==> src/rtl/program_loader_pkg.sv <==
// Shared types and constants for the program loader: FSM encoding, widths,
// and the RAM-port request bundle used by the mux.
package program_loader_pkg;

    localparam int unsigned RAM_ADDR_WIDTH = 4;
    localparam int unsigned BUS_WIDTH      = 8;
    localparam int unsigned LOAD_DEPTH     = 1 << RAM_ADDR_WIDTH;
    localparam int unsigned COUNT_WIDTH    = RAM_ADDR_WIDTH + 1;

    typedef enum logic [2:0] {
        LD_IDLE    = 3'd0,
        LD_WAIT_T0 = 3'd1,
        LD_RECV    = 3'd2,
        LD_WRITE   = 3'd3,
        LD_RELEASE = 3'd4
    } ld_state_e;

    typedef struct packed {
        logic [RAM_ADDR_WIDTH-1:0] addr;
        logic                      we;
        logic [BUS_WIDTH-1:0]      wdata;
    } ram_req_t;

    // States in which the loader owns the RAM and holds the CPU
    function automatic logic ld_owns_ram(input ld_state_e st);
        return (st == LD_RECV) || (st == LD_WRITE) || (st == LD_RELEASE);
    endfunction

endpackage

==> src/rtl/program_loader_if.sv <==
// Loader-facing bundle: load control, byte stream, CPU RAM strobes,
// muxed RAM port and loader status.
interface program_loader_if;
    import program_loader_pkg::*;

    logic                      load_start;
    logic                      cycle_boundary;
    logic                      in_valid;
    logic [BUS_WIDTH-1:0]      in_data;
    logic                      in_last;
    logic                      in_ready;
    logic [RAM_ADDR_WIDTH-1:0] cpu_addr;
    logic                      cpu_we;
    logic [BUS_WIDTH-1:0]      cpu_wdata;
    logic [RAM_ADDR_WIDTH-1:0] ram_addr;
    logic                      ram_we;
    logic [BUS_WIDTH-1:0]      ram_wdata;
    logic                      cpu_hold;
    logic                      load_busy;
    logic                      load_done;
    logic [COUNT_WIDTH-1:0]    byte_count;

    modport slave (
        input  load_start, cycle_boundary, in_valid, in_data, in_last,
        input  cpu_addr, cpu_we, cpu_wdata,
        output in_ready, ram_addr, ram_we, ram_wdata,
        output cpu_hold, load_busy, load_done, byte_count
    );

    modport master (
        output load_start, cycle_boundary, in_valid, in_data, in_last,
        output cpu_addr, cpu_we, cpu_wdata,
        input  in_ready, ram_addr, ram_we, ram_wdata,
        input  cpu_hold, load_busy, load_done, byte_count
    );

endinterface

==> src/rtl/program_loader_ram_port_mux.sv <==
// Combinational RAM port select: CPU strobes pass straight through unless
// the loader owns the RAM.
module ram_port_mux
    import program_loader_pkg::*;
(
    input  logic     i_sel_loader,
    input  ram_req_t i_cpu,
    input  ram_req_t i_ldr,
    output ram_req_t o_ram
);

    assign o_ram = i_sel_loader ? i_ldr : i_cpu;

endmodule

==> src/rtl/program_loader.sv <==
// Loads a program image from a valid/ready byte stream into RAM while the
// CPU is held at T0, then releases the CPU to restart from address 0.
module program_loader
    import program_loader_pkg::*;
#(
    parameter int unsigned ADDR_WIDTH = RAM_ADDR_WIDTH,
    parameter int unsigned DATA_WIDTH = BUS_WIDTH,
    parameter int unsigned DEPTH      = LOAD_DEPTH
) (
    input  logic             base_clk,
    input  logic             reset_ring,
    program_loader_if.slave  bus
);

    localparam int unsigned CNT_W = ADDR_WIDTH + 1;

    ld_state_e              r_state;
    ld_state_e              w_state_next;

    logic                   r_in_ready;
    logic                   r_cpu_hold;
    logic                   r_load_busy;
    logic                   r_load_done;
    logic                   r_ram_we;
    logic                   r_last;
    logic [ADDR_WIDTH-1:0]  r_wr_addr;
    logic [DATA_WIDTH-1:0]  r_data;
    logic [CNT_W-1:0]       r_byte_count;

    logic                   w_start_load;
    logic                   w_accept;
    logic                   w_write;
    logic [CNT_W-1:0]       w_count_inc;

    ram_req_t               w_cpu_req;
    ram_req_t               w_ldr_req;
    ram_req_t               w_ram_req;

    assign w_count_inc = r_byte_count + CNT_W'(1);

    // State register
    always_ff @(posedge base_clk or posedge reset_ring) begin
        if (reset_ring) begin
            r_state <= LD_IDLE;
        end else begin
            r_state <= w_state_next;
        end
    end

    // Next-state and datapath strobes
    always_comb begin
        w_state_next = r_state;
        w_start_load = 1'b0;
        w_accept     = 1'b0;
        w_write      = 1'b0;
        case (r_state)
            LD_IDLE: begin
                if (bus.load_start) begin
                    w_state_next = LD_WAIT_T0;
                end
            end
            LD_WAIT_T0: begin
                if (bus.cycle_boundary) begin
                    w_start_load = 1'b1;
                    w_state_next = LD_RECV;
                end
            end
            LD_RECV: begin
                if (bus.in_valid && r_in_ready) begin
                    w_accept     = 1'b1;
                    w_state_next = LD_WRITE;
                end
            end
            LD_WRITE: begin
                w_write = 1'b1;
                // Stop on the marked last byte or once the RAM is full; never wrap
                if (r_last || (w_count_inc == CNT_W'(DEPTH))) begin
                    w_state_next = LD_RELEASE;
                end else begin
                    w_state_next = LD_RECV;
                end
            end
            LD_RELEASE: begin
                w_state_next = LD_IDLE;
            end
            default: begin
                w_state_next = LD_IDLE;
            end
        endcase
    end

    // Write address, byte count and latched stream byte
    always_ff @(posedge base_clk or posedge reset_ring) begin
        if (reset_ring) begin
            r_wr_addr    <= '0;
            r_byte_count <= '0;
            r_data       <= '0;
            r_last       <= 1'b0;
        end else begin
            if (w_start_load) begin
                r_wr_addr    <= '0;
                r_byte_count <= '0;
            end
            if (w_accept) begin
                r_data <= bus.in_data;
                r_last <= bus.in_last;
            end
            if (w_write) begin
                r_wr_addr    <= r_wr_addr + ADDR_WIDTH'(1);
                r_byte_count <= w_count_inc;
            end
        end
    end

    // Status outputs registered from the next state so they align with it
    always_ff @(posedge base_clk or posedge reset_ring) begin
        if (reset_ring) begin
            r_in_ready  <= 1'b0;
            r_ram_we    <= 1'b0;
            r_load_done <= 1'b0;
            r_load_busy <= 1'b0;
            r_cpu_hold  <= 1'b0;
        end else begin
            r_in_ready  <= (w_state_next == LD_RECV);
            r_ram_we    <= (w_state_next == LD_WRITE);
            r_load_done <= (w_state_next == LD_RELEASE);
            r_load_busy <= ld_owns_ram(w_state_next);
            r_cpu_hold  <= ld_owns_ram(w_state_next);
        end
    end

    assign w_cpu_req.addr  = bus.cpu_addr;
    assign w_cpu_req.we    = bus.cpu_we;
    assign w_cpu_req.wdata = bus.cpu_wdata;

    assign w_ldr_req.addr  = r_wr_addr;
    assign w_ldr_req.we    = r_ram_we;
    assign w_ldr_req.wdata = r_data;

    ram_port_mux u_ram_port_mux (
        .i_sel_loader (r_load_busy),
        .i_cpu        (w_cpu_req),
        .i_ldr        (w_ldr_req),
        .o_ram        (w_ram_req)
    );

    assign bus.ram_addr   = w_ram_req.addr;
    assign bus.ram_we     = w_ram_req.we;
    assign bus.ram_wdata  = w_ram_req.wdata;
    assign bus.in_ready   = r_in_ready;
    assign bus.cpu_hold   = r_cpu_hold;
    assign bus.load_busy  = r_load_busy;
    assign bus.load_done  = r_load_done;
    assign bus.byte_count = r_byte_count;

endmodule

==> src/flat_wrapper.sv <==
// flat-port wrapper written by rule: the top's interface ports become plain ports
module program_loader_flat import program_loader_pkg::*;
#(
    parameter int unsigned ADDR_WIDTH = RAM_ADDR_WIDTH,
    parameter int unsigned DATA_WIDTH = BUS_WIDTH,
    parameter int unsigned DEPTH      = LOAD_DEPTH
)
  (base_clk, reset_ring, bus_load_start, bus_cycle_boundary, bus_in_valid, bus_in_data, bus_in_last, bus_cpu_addr, bus_cpu_we, bus_cpu_wdata, bus_in_ready, bus_ram_addr, bus_ram_we, bus_ram_wdata, bus_cpu_hold, bus_load_busy, bus_load_done, bus_byte_count);
  program_loader_if bus_i ();
  input  logic base_clk;
  input  logic reset_ring;
  input wire logic [$bits(bus_i.load_start)-1:0] bus_load_start;
  input wire logic [$bits(bus_i.cycle_boundary)-1:0] bus_cycle_boundary;
  input wire logic [$bits(bus_i.in_valid)-1:0] bus_in_valid;
  input wire logic [$bits(bus_i.in_data)-1:0] bus_in_data;
  input wire logic [$bits(bus_i.in_last)-1:0] bus_in_last;
  input wire logic [$bits(bus_i.cpu_addr)-1:0] bus_cpu_addr;
  input wire logic [$bits(bus_i.cpu_we)-1:0] bus_cpu_we;
  input wire logic [$bits(bus_i.cpu_wdata)-1:0] bus_cpu_wdata;
  output wire logic [$bits(bus_i.in_ready)-1:0] bus_in_ready;
  output wire logic [$bits(bus_i.ram_addr)-1:0] bus_ram_addr;
  output wire logic [$bits(bus_i.ram_we)-1:0] bus_ram_we;
  output wire logic [$bits(bus_i.ram_wdata)-1:0] bus_ram_wdata;
  output wire logic [$bits(bus_i.cpu_hold)-1:0] bus_cpu_hold;
  output wire logic [$bits(bus_i.load_busy)-1:0] bus_load_busy;
  output wire logic [$bits(bus_i.load_done)-1:0] bus_load_done;
  output wire logic [$bits(bus_i.byte_count)-1:0] bus_byte_count;
  assign bus_i.load_start = bus_load_start;
  assign bus_i.cycle_boundary = bus_cycle_boundary;
  assign bus_i.in_valid = bus_in_valid;
  assign bus_i.in_data = bus_in_data;
  assign bus_i.in_last = bus_in_last;
  assign bus_i.cpu_addr = bus_cpu_addr;
  assign bus_i.cpu_we = bus_cpu_we;
  assign bus_i.cpu_wdata = bus_cpu_wdata;
  assign bus_in_ready = bus_i.in_ready;
  assign bus_ram_addr = bus_i.ram_addr;
  assign bus_ram_we = bus_i.ram_we;
  assign bus_ram_wdata = bus_i.ram_wdata;
  assign bus_cpu_hold = bus_i.cpu_hold;
  assign bus_load_busy = bus_i.load_busy;
  assign bus_load_done = bus_i.load_done;
  assign bus_byte_count = bus_i.byte_count;
  program_loader #(.ADDR_WIDTH(ADDR_WIDTH), .DATA_WIDTH(DATA_WIDTH), .DEPTH(DEPTH)) u_core (.base_clk(base_clk), .reset_ring(reset_ring), .bus(bus_i));
endmodule
==> config.mk <==
export PLATFORM = sky130hd
export DESIGN_NAME = program_loader_flat
export DESIGN_NICKNAME = d
export VERILOG_FILES = /design/src/rtl/program_loader_pkg.sv /design/src/rtl/program_loader_if.sv /design/src/rtl/program_loader_ram_port_mux.sv /design/src/rtl/program_loader.sv /design/src/flat_wrapper.sv
export SDC_FILE = /design/constraint.sdc
export NUM_CORES = 1
export LEC_CHECK = 0
export BUFFER_PORTS_ARGS = -buffer_cell sky130_fd_sc_hd__clkbuf_2
export CORE_MARGIN = 2
export CORE_UTILIZATION = 43
export CTS_CLUSTER_DIAMETER = 80
export DETAILED_ROUTE_END_ITERATION = 10
export PLACE_DENSITY = 0.71
export SYNTH_ARGS = -nofsm -noshare
export SYNTH_HDL_FRONTEND = slang
export SYNTH_SLANG_ARGS = --single-unit
export TNS_END_PERCENT = 100
==> constraint.sdc <==
create_clock -name base_clk -period 1.5 [get_ports base_clk]
set_clock_uncertainty 0.1 [all_clocks]
set_input_delay 0.15 -clock base_clk [delete_from_list [all_inputs] [get_ports base_clk]]
set_output_delay 0.15 -clock base_clk [all_outputs]
set_load 0.02 [all_outputs]
Yosys cells after proc, flatten, opt, wreduce, memory -nomap -nowiden:

Index checks and enable logic that the tools add are counted.

* register bits: 25
* latch bits: 0
* bits in writable memories: 0
* memory bits (read-only): 0
* input bits: 27
* word-level logic and storage cells: 39
* memories kept: 0

* add/subtract/negate cells: 2
* $mul: 0
* divide/modulo/power cells: 0
* magnitude comparators: 0
* equality and inequality tests: 7
* shifts and indexed selects: 0
* mux-type cells: 15
* bitwise operators: 0
* reductions and logical operators: 6

Operators with widths (number)
* 13-bit 2-to-1 mux: 1
* 3-bit by 2-bit == test with 1-bit output (second input constant): 4
* 3-bit 2-to-1 mux: 4
* 3-bit one-hot mux with 4 select lines: 1
* 5-bit 2-to-1 mux: 2
* 4-bit 2-to-1 mux: 2
* 5-bit by 1-bit adder with 5-bit output (second input constant): 1
* 5-bit == test (second input constant): 1
* 1-bit 2-to-1 mux: 5
* 4-bit by 1-bit adder with 4-bit output (second input constant): 1
* 3-bit by 1-bit == test with 1-bit output (second input constant): 1
* 3-bit == test (second input constant): 1
* 3-bit logical NOT: 1
* 1-bit logical OR: 3
* 2-bit nonzero test: 1
* 1-bit logical AND: 1

Depth between registers and ports, before layout:

Gate-level depths: netlist (run 1).

* word-level depth: 8
* depth in mapped cells: 5
* depth with buffers taken out: 4

Modules after synthesis:

Synthesis (run 1) repeated with hierarchy kept, for this count alone.

* cells, all modules: 105
* area, all modules: 1320.0 µm²

By module, submodules not included
* program_loader: instances 1, cells an instance 91, area each 1124.8 µm², sequential area each 625.6 µm²
* ram_port_mux: instances 1, cells an instance 14, area each 195.2 µm², sequential area each 0.0 µm²

Worst setup path before layout (run 1):

Ideal clock, no wire load.

* path kind: register to output
* from: reg, netlist name u_core.bus.cpu_hold
* to: out bus_ram_addr[0]
* arrival: 1.178 ns
* path slack: 0.072 ns
* stages on the path, launching flop included: 3
* buffers on the path: 1
* cell sequence: dfrtp_1 > buf_2 > mux2_2

RTL lines
* end: declaration: RTL line flat_wrapper.sv:21 `output wire logic [$bits(bus_i.ram_addr)-1:0] bus_ram_addr;`

==> results of run 1 <==
[layer usage]
layer  track usage [%]  part of all wire (%)
met1             22.14                    44
met2             27.76                    49
met3             4.911                   4.5
met4             5.648                   2.3
met5                 0                     0
[synthesized netlist by cell type]
cell type / count
and2b_2: 1
buf_2: 1
dfrtp_1: 25
nor2_4: 1
o31ai_1: 1
o21ai_0: 8
o32ai_1: 1
mux2i_1: 1
nand4b_4: 1
mux2_2: 22
and2_1: 1
buf_4: 2
a311oi_1: 1
nand3b_1: 2
o21ai_2: 1
o21a_1: 2
a22o_1: 3
a21oi_2: 1
nor2b_1: 1
nand4b_1: 1
nand3_1: 4
xor2_1: 2
ha_1: 2
a21oi_1: 1
inv_1: 3
buf_6: 1
nand2_1: 7
a31oi_1: 1
nor2_1: 2
a311o_1: 1
[power by group]
group	switching [mW]	internal [mW]
Combinational	1.07	1.37
Clock	0.199	0.102
Sequential	0.307	0.980
[worst paths after layout]
| check | slack [ns] | to | depth (start not counted) | start |
|---|---|---|---|---|
| worst max-delay path | -0.09 | bus_ram_wdata[7] | 3 | u_core.bus.cpu_hold |
| worst min-delay path | 0.04 | u_core.bus.cpu_hold | 3 | bus_cycle_boundary |
| worst max register to register | 0.10 | u_core.r_data[3] | 4 | u_core.r_state[2] |
| worst min register to register | 0.41 | u_core.r_wr_addr[3] | 1 | u_core.r_wr_addr[3] |
| max in group asynchronous | 0.76 | u_core.r_state[0] | 4 | reset_ring |
| min in group asynchronous | 0.28 | u_core.r_ram_we | 4 | reset_ring |
[stage by stage]
step	power [mW]	cell area, sq um
2_1_floorplan	2.527	1247
3_3_place_gp	2.989	1540
4_1_cts	3.893	1848
3_5_place_dp	3.063	1540
6_report	4.035	1889
5_1_grt	4.292	1889
[layout by cell type, fill, tap and decap left out, drive strengths merged, types with 3 or more instances in the layout]
master / instances
a22o: 3
buf: 21
clkbuf: 38
dfrtp: 25
dlygate4sd3: 10
inv: 3
mux2: 22
nand2: 7
nand3: 4
nor2: 3
o21ai: 9
[critical path, cell delays in order, from the launching register on]
cell	delay [ns]
dfrtp_1	0.42
buf_6	0.15
mux2_4	0.31
buf_8	0.13
[cell type report]
cell class	instances	share of cell area [%]
clock buffer	3	1.192
clock inverter	1	0.3974
inverter	3	0.5960
multi-input combinational	69	33.44
sequential	25	33.18
tap	31	2.053
timing repair buffer	66	29.14
[cells by family after synthesis]
| logic type | share of synthesized area (%) |
|---|---|
| AO/OA/AOI/OAI | 11.64 |
| XOR/XNOR | 1.404 |
| adder cells (fa/ha/maj) | 2.006 |
| buffers and inverters | 3.409 |
| flip-flops | 50.15 |
| multiplexers | 20.66 |
| AND/OR/NAND/NOR | 10.73 |
[state kept, by name (all words and copies together) (netlist names)]
| register | count |
|---|---|
| u_core.bus.byte_count | 5 |
| u_core.bus.in_ready | 1 |
| u_core.bus.load_done | 1 |
| u_core.r_wr_addr | 4 |
| u_core.r_last | 1 |
| u_core.r_ram_we | 1 |
| u_core.r_state | 3 |
| u_core.bus.cpu_hold | 1 |
| u_core.r_data | 8 |
[what timing repair did]
item                                   in CTS  in global routing
gates resized for setup                    40                 15
pin swaps                                   0                  1
setup buffers                               1                  1
endpoints found under the hold margin      34                  0
setup endpoints to repair                  13                 21
hold buffers                               10                  0
==> results by stage, run 1 <==
Status:
- The flow ran to the end, but the final reports show violations.
- The checks that failed: negative setup slack.

Place:
- The post-place setup slack is 0.04838 ns.
- The number of I/O port buffers is 48.
- The wire-length estimate of the detail-placed layout is 1906 microns.
- The number of placed cells counting well taps is 182.
- The congestion estimate from routability-driven global placement came to 0.8624.

Floorplan:
- The total I/O pin count is 49.
- From bottom edge to top edge, the die measures 57.86 microns.
- The die is 57.86 microns wide.
- Once the floorplan was initialized, standard cells occupied 45.24% of the core.
- Row generation in the floorplan step produced 19 rows.
- The total area inside the core boundary comes to 0.002758 sq mm.
- The die covers 0.003348 sq mm.

Routing:
- After the first detailed-routing iteration, the DRC count stood at 11.
- The final wirelength is 2783 microns.
- Using the TritonRoute via totals, the vias-per-cell ratio works out to 5.126.
- In the final routed layout, each cell accounts on average for 14.06 microns.
- The number of design rule violations left after detail routing is 0.
- The count of nets left with antenna violations once routing finished came out at 0.
- The via count of the routed design is 1015.
- The first-pass detailed-route iteration total is 4.

Clock network:
- The TritonCTS clock tree is done.
- The tree built by TritonCTS fans out to 25 sinks.
- The clock reaches the later pin of the worst-skew pair after 0.32 ns.
- The number of CTS-inserted buffers is 3.
- The clock passes through at most 2 buffers.
- CTS built an H-tree with a depth of 1.
- The clock edge transition at the registers on the reported setup and hold paths is 0.14 ns.
- The clock tree root buffer cell is clkbuf_4.

STA:
- The minimum clock period after layout is 1.592 ns.
- The aggregate negative setup slack is -1.135 ns.
- The count of pins over their slew limit is 0.
- The headroom to the max-slew limit is 73.38%.
- The final count of negative-setup-slack endpoints is 13.
- The count of endpoints failing hold in the final timing report is 0.
- Setup repair after global routing could not meet its margin everywhere.
- The maximum achievable frequency is 628.2 MHz.
- Across all hold checks on the routed design, the worst slack comes to 0.04452 ns.
- Setup slack on the critical path of the routed design comes to -0.09173 ns.
- Dividing the final minimum period by the clock period gives 106.1%.
- The worst-margin pin slew is 0.3993 ns.

Synth:
- The number of instances in the synthesized netlist is 101.
- The per-instance average area after synthesis is 12.35 sq um.
- When the netlist entered floorplanning its net count stood at 130.
- After synthesis, the largest area contributor takes up 50.15% of total cell area.
- Ranked by total cell area, the synthesized netlist is headed by dfrtp_1 50%, mux2_2 20%, o21ai_0 3.2%.
- The area of the mapped netlist is 0.001247 sq mm.
- The yosys synthesis warning count is 0.
- Counting flops and latches in the post-synthesis netlist gives 25.
- The biggest area contributor in the post-synthesis netlist is dfrtp_1.
- The number of different library cells used by synthesis comes to 30.
- The sequential share of the synthesized area is 50.15%.

Worst setup path:
- For the worst setup path, the data required time is 1.25 ns.
- The type of destination of the critical path is an output pin.
- The setup path with the least slack is of type reg2out.
- The top fanout value on the critical path is 7.
- The data arrival time at the worst-slack endpoint is 1.34 ns.
- The kind of launch point of the worst setup path is a flop.

Final layout:
- Registers take 626.9 sq um.
- The area added between synthesis and finish is 51.45%.
- The finished layout holds 198 standard cells, fillers aside.
- Cells with a size suffix above 1 make up 53.29% of the layout.
- The final antenna diode count is 0.
- The total number of nets in the final design is 197.
- The final standard cell utilization of the core is 68.51%.
- The multi-input combinational cell area is 631.9 sq um.
- Counting the fill cells in the layout gives 207.

GRT:
- The total global-route track usage is 17.13%.
- The number of global-route vias before repair is 967.
- Entering global routing, the biggest net connects 26 pins.
- For this run the aggregate overflow at the end of global routing stands at 0.
- The wire length of the first global-routing pass is 4353 microns.
- The initial antenna violation count was 0.

Worst hold path:
- The type of the tightest min-delay check is in2reg.

Power and ir drop:
- The power density over the cells is 2135 mW/mm^2.
- The standby leakage power is 0.9240 nW.
- IR analysis of the VDD net gives a maximum drop of 1.955 mV.

Flow run:
- Across the run, the number of max-cap violations was 0.
(Power assumes the default switching activity.)
==> inputs of run 2 (changes only) <==
--- a/config.mk
+++ b/config.mk
@@ -6,11 +6,13 @@
 export NUM_CORES = 1
 export LEC_CHECK = 0
 export BUFFER_PORTS_ARGS = -buffer_cell sky130_fd_sc_hd__clkbuf_2
+export CORE_ASPECT_RATIO = 0.75
 export CORE_MARGIN = 2
 export CORE_UTILIZATION = 43
 export CTS_CLUSTER_DIAMETER = 80
 export DETAILED_ROUTE_END_ITERATION = 10
 export PLACE_DENSITY = 0.71
+export SETUP_SLACK_MARGIN = 0.05
 export SYNTH_ARGS = -nofsm -noshare
 export SYNTH_HDL_FRONTEND = slang
 export SYNTH_SLANG_ARGS = --single-unit
==> run 2 against run 1 <==
  * The flow still finishes with violations (negative setup slack)
  * Design area fell by 4.0%
  * Largest cell class unchanged
  * Critical path type unchanged
  * Largest power group unchanged
  * Combinational power fell by 3%
  * Power rose by 0.94%
==> results by stage, run 2 (synthesis gave the netlist of run 1 again) <==
GRT:
- The number of global-route vias before repair came to 1004 (was 967).
- The total global-route track usage is 18.13% (was 17.13%).
- The initial antenna violation count is 0 (unchanged).
- The wire length of the first global-routing pass was 4526 microns (was 4353 microns).
- The remaining global-route overflow is 0 (unchanged).
- The pin count of the biggest net entering global routing is 26 (unchanged).

Floorplan:
- The total I/O pin count is 49 (unchanged).
- The die span in x is 66.20 microns (was 57.86 microns).
- The y dimension of the die is 50.65 microns (was 57.86 microns).
- The effective utilization at floorplan is 46.50% (was 45.24%).
- The floorplan core area is 0.002683 sq mm (was 0.002758 sq mm).
- The die area is 0.003352 sq mm (was 0.003348 sq mm).
- The cell row count is 16 (was 19).

Worst setup path:
- The cell with the largest stage delay on the worst path was dfrtp_1 (unchanged).
- The required time reported for the critical path endpoint was 1.25 ns (about the same).
- The kind of launch point of the worst setup path is a flop (unchanged).
- The top fanout value on the critical path is 7 (unchanged).
- The maximum cell stage delay along the critical path is 0.40 ns (was 0.42 ns).
- The worst setup path category was reg2out (unchanged).
- Critical-path cell list: buf_6 -> mux2_4 -> buf_8 (unchanged).
- The cell type group with the largest total delay on the critical path is flip-flops (unchanged).
- The type of destination of the critical path is an output pin (unchanged).
- The data arrival time at the worst-slack endpoint is 1.29 ns (was 1.34 ns).
- The total buffers and inverters traversed by the critical path is 2 (unchanged).

Clock network:
- The clock tree root buffer cell is clkbuf_8 (was clkbuf_4).
- The clock edge transition at the registers on the reported setup and hold paths came to 0.08 ns (was 0.14 ns).
- The number of CTS-inserted buffers is 3 (unchanged).
- The TritonCTS clock tree is done (unchanged).
- The maximum level of the CTS H-tree came to 1 (unchanged).
- The clock latency reported for the late side of the worst-skew pair is 0.26 ns (was 0.32 ns).
- The clock tree buffer depth is 2 (unchanged).
- The clock net sink count was 25 (unchanged).

Place:
- The number of placed cells counting well taps was 186 (was 182).
- The number of I/O port buffers is 48 (unchanged).
- The instance area after placement is 0.001539 sq mm (was 0.001540 sq mm).
- The last weighted congestion value of the routability-driven placer is 0.7378 (was 0.8624).
- The total half-perimeter wirelength after legalization and detailed placement was 2104 microns (was 1906 microns).

Power and ir drop:
- The worst supply voltage drop on vdd was 1.015 mV (was 1.955 mV).
- The power density over the cells was 2246 mW/mm^2 (was 2135 mW/mm^2).
- The standby leakage power is 0.8904 nW (was 0.9240 nW).

STA:
- The maximum achievable frequency is 650.6 MHz (was 628.2 MHz).
- The headroom to the max-slew limit is 75.36% (was 73.38%).
- The fraction of the cycle the final worst path needs is 102.5% (was 106.1%).
- Unrepaired setup endpoints after global routing: true (unchanged).
- The worst-margin pin slew is 0.3684 ns (was 0.3993 ns).
- The final count of negative-setup-slack endpoints is 13 (unchanged).
- The count of pins over their slew limit is 0 (unchanged).
- The minimum clock period after layout is 1.537 ns (was 1.592 ns).
- The worst-case setup margin in the final layout is -0.03714 ns (was -0.09173 ns).
- The count of endpoints failing hold in the final timing report is 0 (unchanged).

Routing:
- The wire length per cell is 15.39 microns (was 14.06 microns).
- The post-route antenna net violation count is 0 (unchanged).
- The first-pass detailed-route iteration total came to 4 (unchanged).
- The routed via count divided by cell count is 5.195 (was 5.126).
- The number of DRC violations after detailed-routing iteration 0 was 35 (was 11).
- The via count of the routed design is 1013 (was 1015).
- The final wirelength is 3001 microns (was 2783 microns).
- The number of design rule violations left after detail routing was 0 (unchanged).

Final layout:
- The number of cells in the finished layout apart from fillers was 195 (was 198).
- The commonest non-fill, non-tap cell in the layout is clkbuf_2 (unchanged).
- The final antenna diode count is 0 (unchanged).
- The largest register by flop count is u_core.r_data (unchanged).
- Most frequent cells in the layout: 36 x clkbuf_2, 23 x dfrtp_1, 12 x mux2_4 (was 35 x clkbuf_2, 24 x dfrtp_1, 13 x mux2_4, 13 x buf_8, 10 x dlygate4sd3_1).
- The area of all placed cells without fillers is 0.001813 sq mm (was 0.001889 sq mm).
- The share of layout cells above drive strength 1 is 57.86% (was 53.29%).
- The flip-flop count of the largest register after layout is 8 (unchanged).
- The total number of nets in the final design is 189 (was 197).
- The area added between synthesis and finish is 45.34% (was 51.45%).

Status:
- Failing checks: negative setup slack (unchanged).
- Run status: complete, but fails checks (unchanged).

Flow run:
- The max-cap violation count came to 0 (unchanged).

Worst hold path:
- The type of the tightest min-delay check is in2reg (unchanged).
==> run 2: repair_timing <==
item / in CTS / in global routing
endpoints found under the hold margin: 25 / 0
hold buffers: 1 / 0
setup endpoints to repair: 17 / 26
gates resized for setup: 21 / 38
buffers inserted: 3 / 1
pin swaps: 1 / 2
==> run 2: final timing paths <==
check	start	to	slack [ns]	depth (start not counted)
hold / removal	bus_in_last	u_core.r_last	0.02	2
max in group asynchronous	reset_ring	u_core.bus.byte_count[0]	0.67	4
min in group asynchronous	reset_ring	u_core.r_wr_addr[2]	0.38	4
setup / recovery	u_core.bus.cpu_hold	bus_ram_wdata[4]	-0.04	3
setup reg to reg	u_core.r_state[1]	u_core.bus.in_ready	0.10	4
hold reg to reg	u_core.r_wr_addr[3]	u_core.r_wr_addr[3]	0.40	1
==> run 2: area by class of cell <==
class | instances | area, sq um
Fill cell | 201 | 869.6
Clock buffer | 4 | 45.04
Timing Repair Buffer | 58 | 439.2
Multi-Input combinational cell | 69 | 644.4
Inverter | 3 | 11.26
Tap cell | 36 | 45.04
Sequential cell | 25 | 628.1
==> run 2: report_power, final <==
part / switching (mW) / internal [mW]
clock network: 0.188 / 0.189
registers: 0.325 / 0.986
logic: 1.09 / 1.29
==> run 2: metal layers <==
metal / vias up / track usage [%] / wire length [microns]
met5: - / 0 / 0
met4: 0 / 4.082 / 65
met3: 6 / 4.933 / 143
met2: 27 / 32.50 / 1627
met1: 495 / 21.58 / 1164
li1: 485 / - / -
==> run 2: metrics by stage <==
step	setup WS (ns)	power (mW)	hold WS [ns]	utilization (%)	TNS, ns
3_3_place_gp	0.07606	2.978	0.09467	57.37	0
4_1_cts	-0.05364	3.747	0.01048	63.85	-0.5564
5_1_grt	-0.09719	4.342	0.01345	67.58	-1.022
2_1_floorplan	0.07178	2.527	0.07732	-	0
3_5_place_dp	0.01993	3.064	0.1008	57.37	0
6_report	-0.03714	4.072	0.01687	67.58	-0.2991
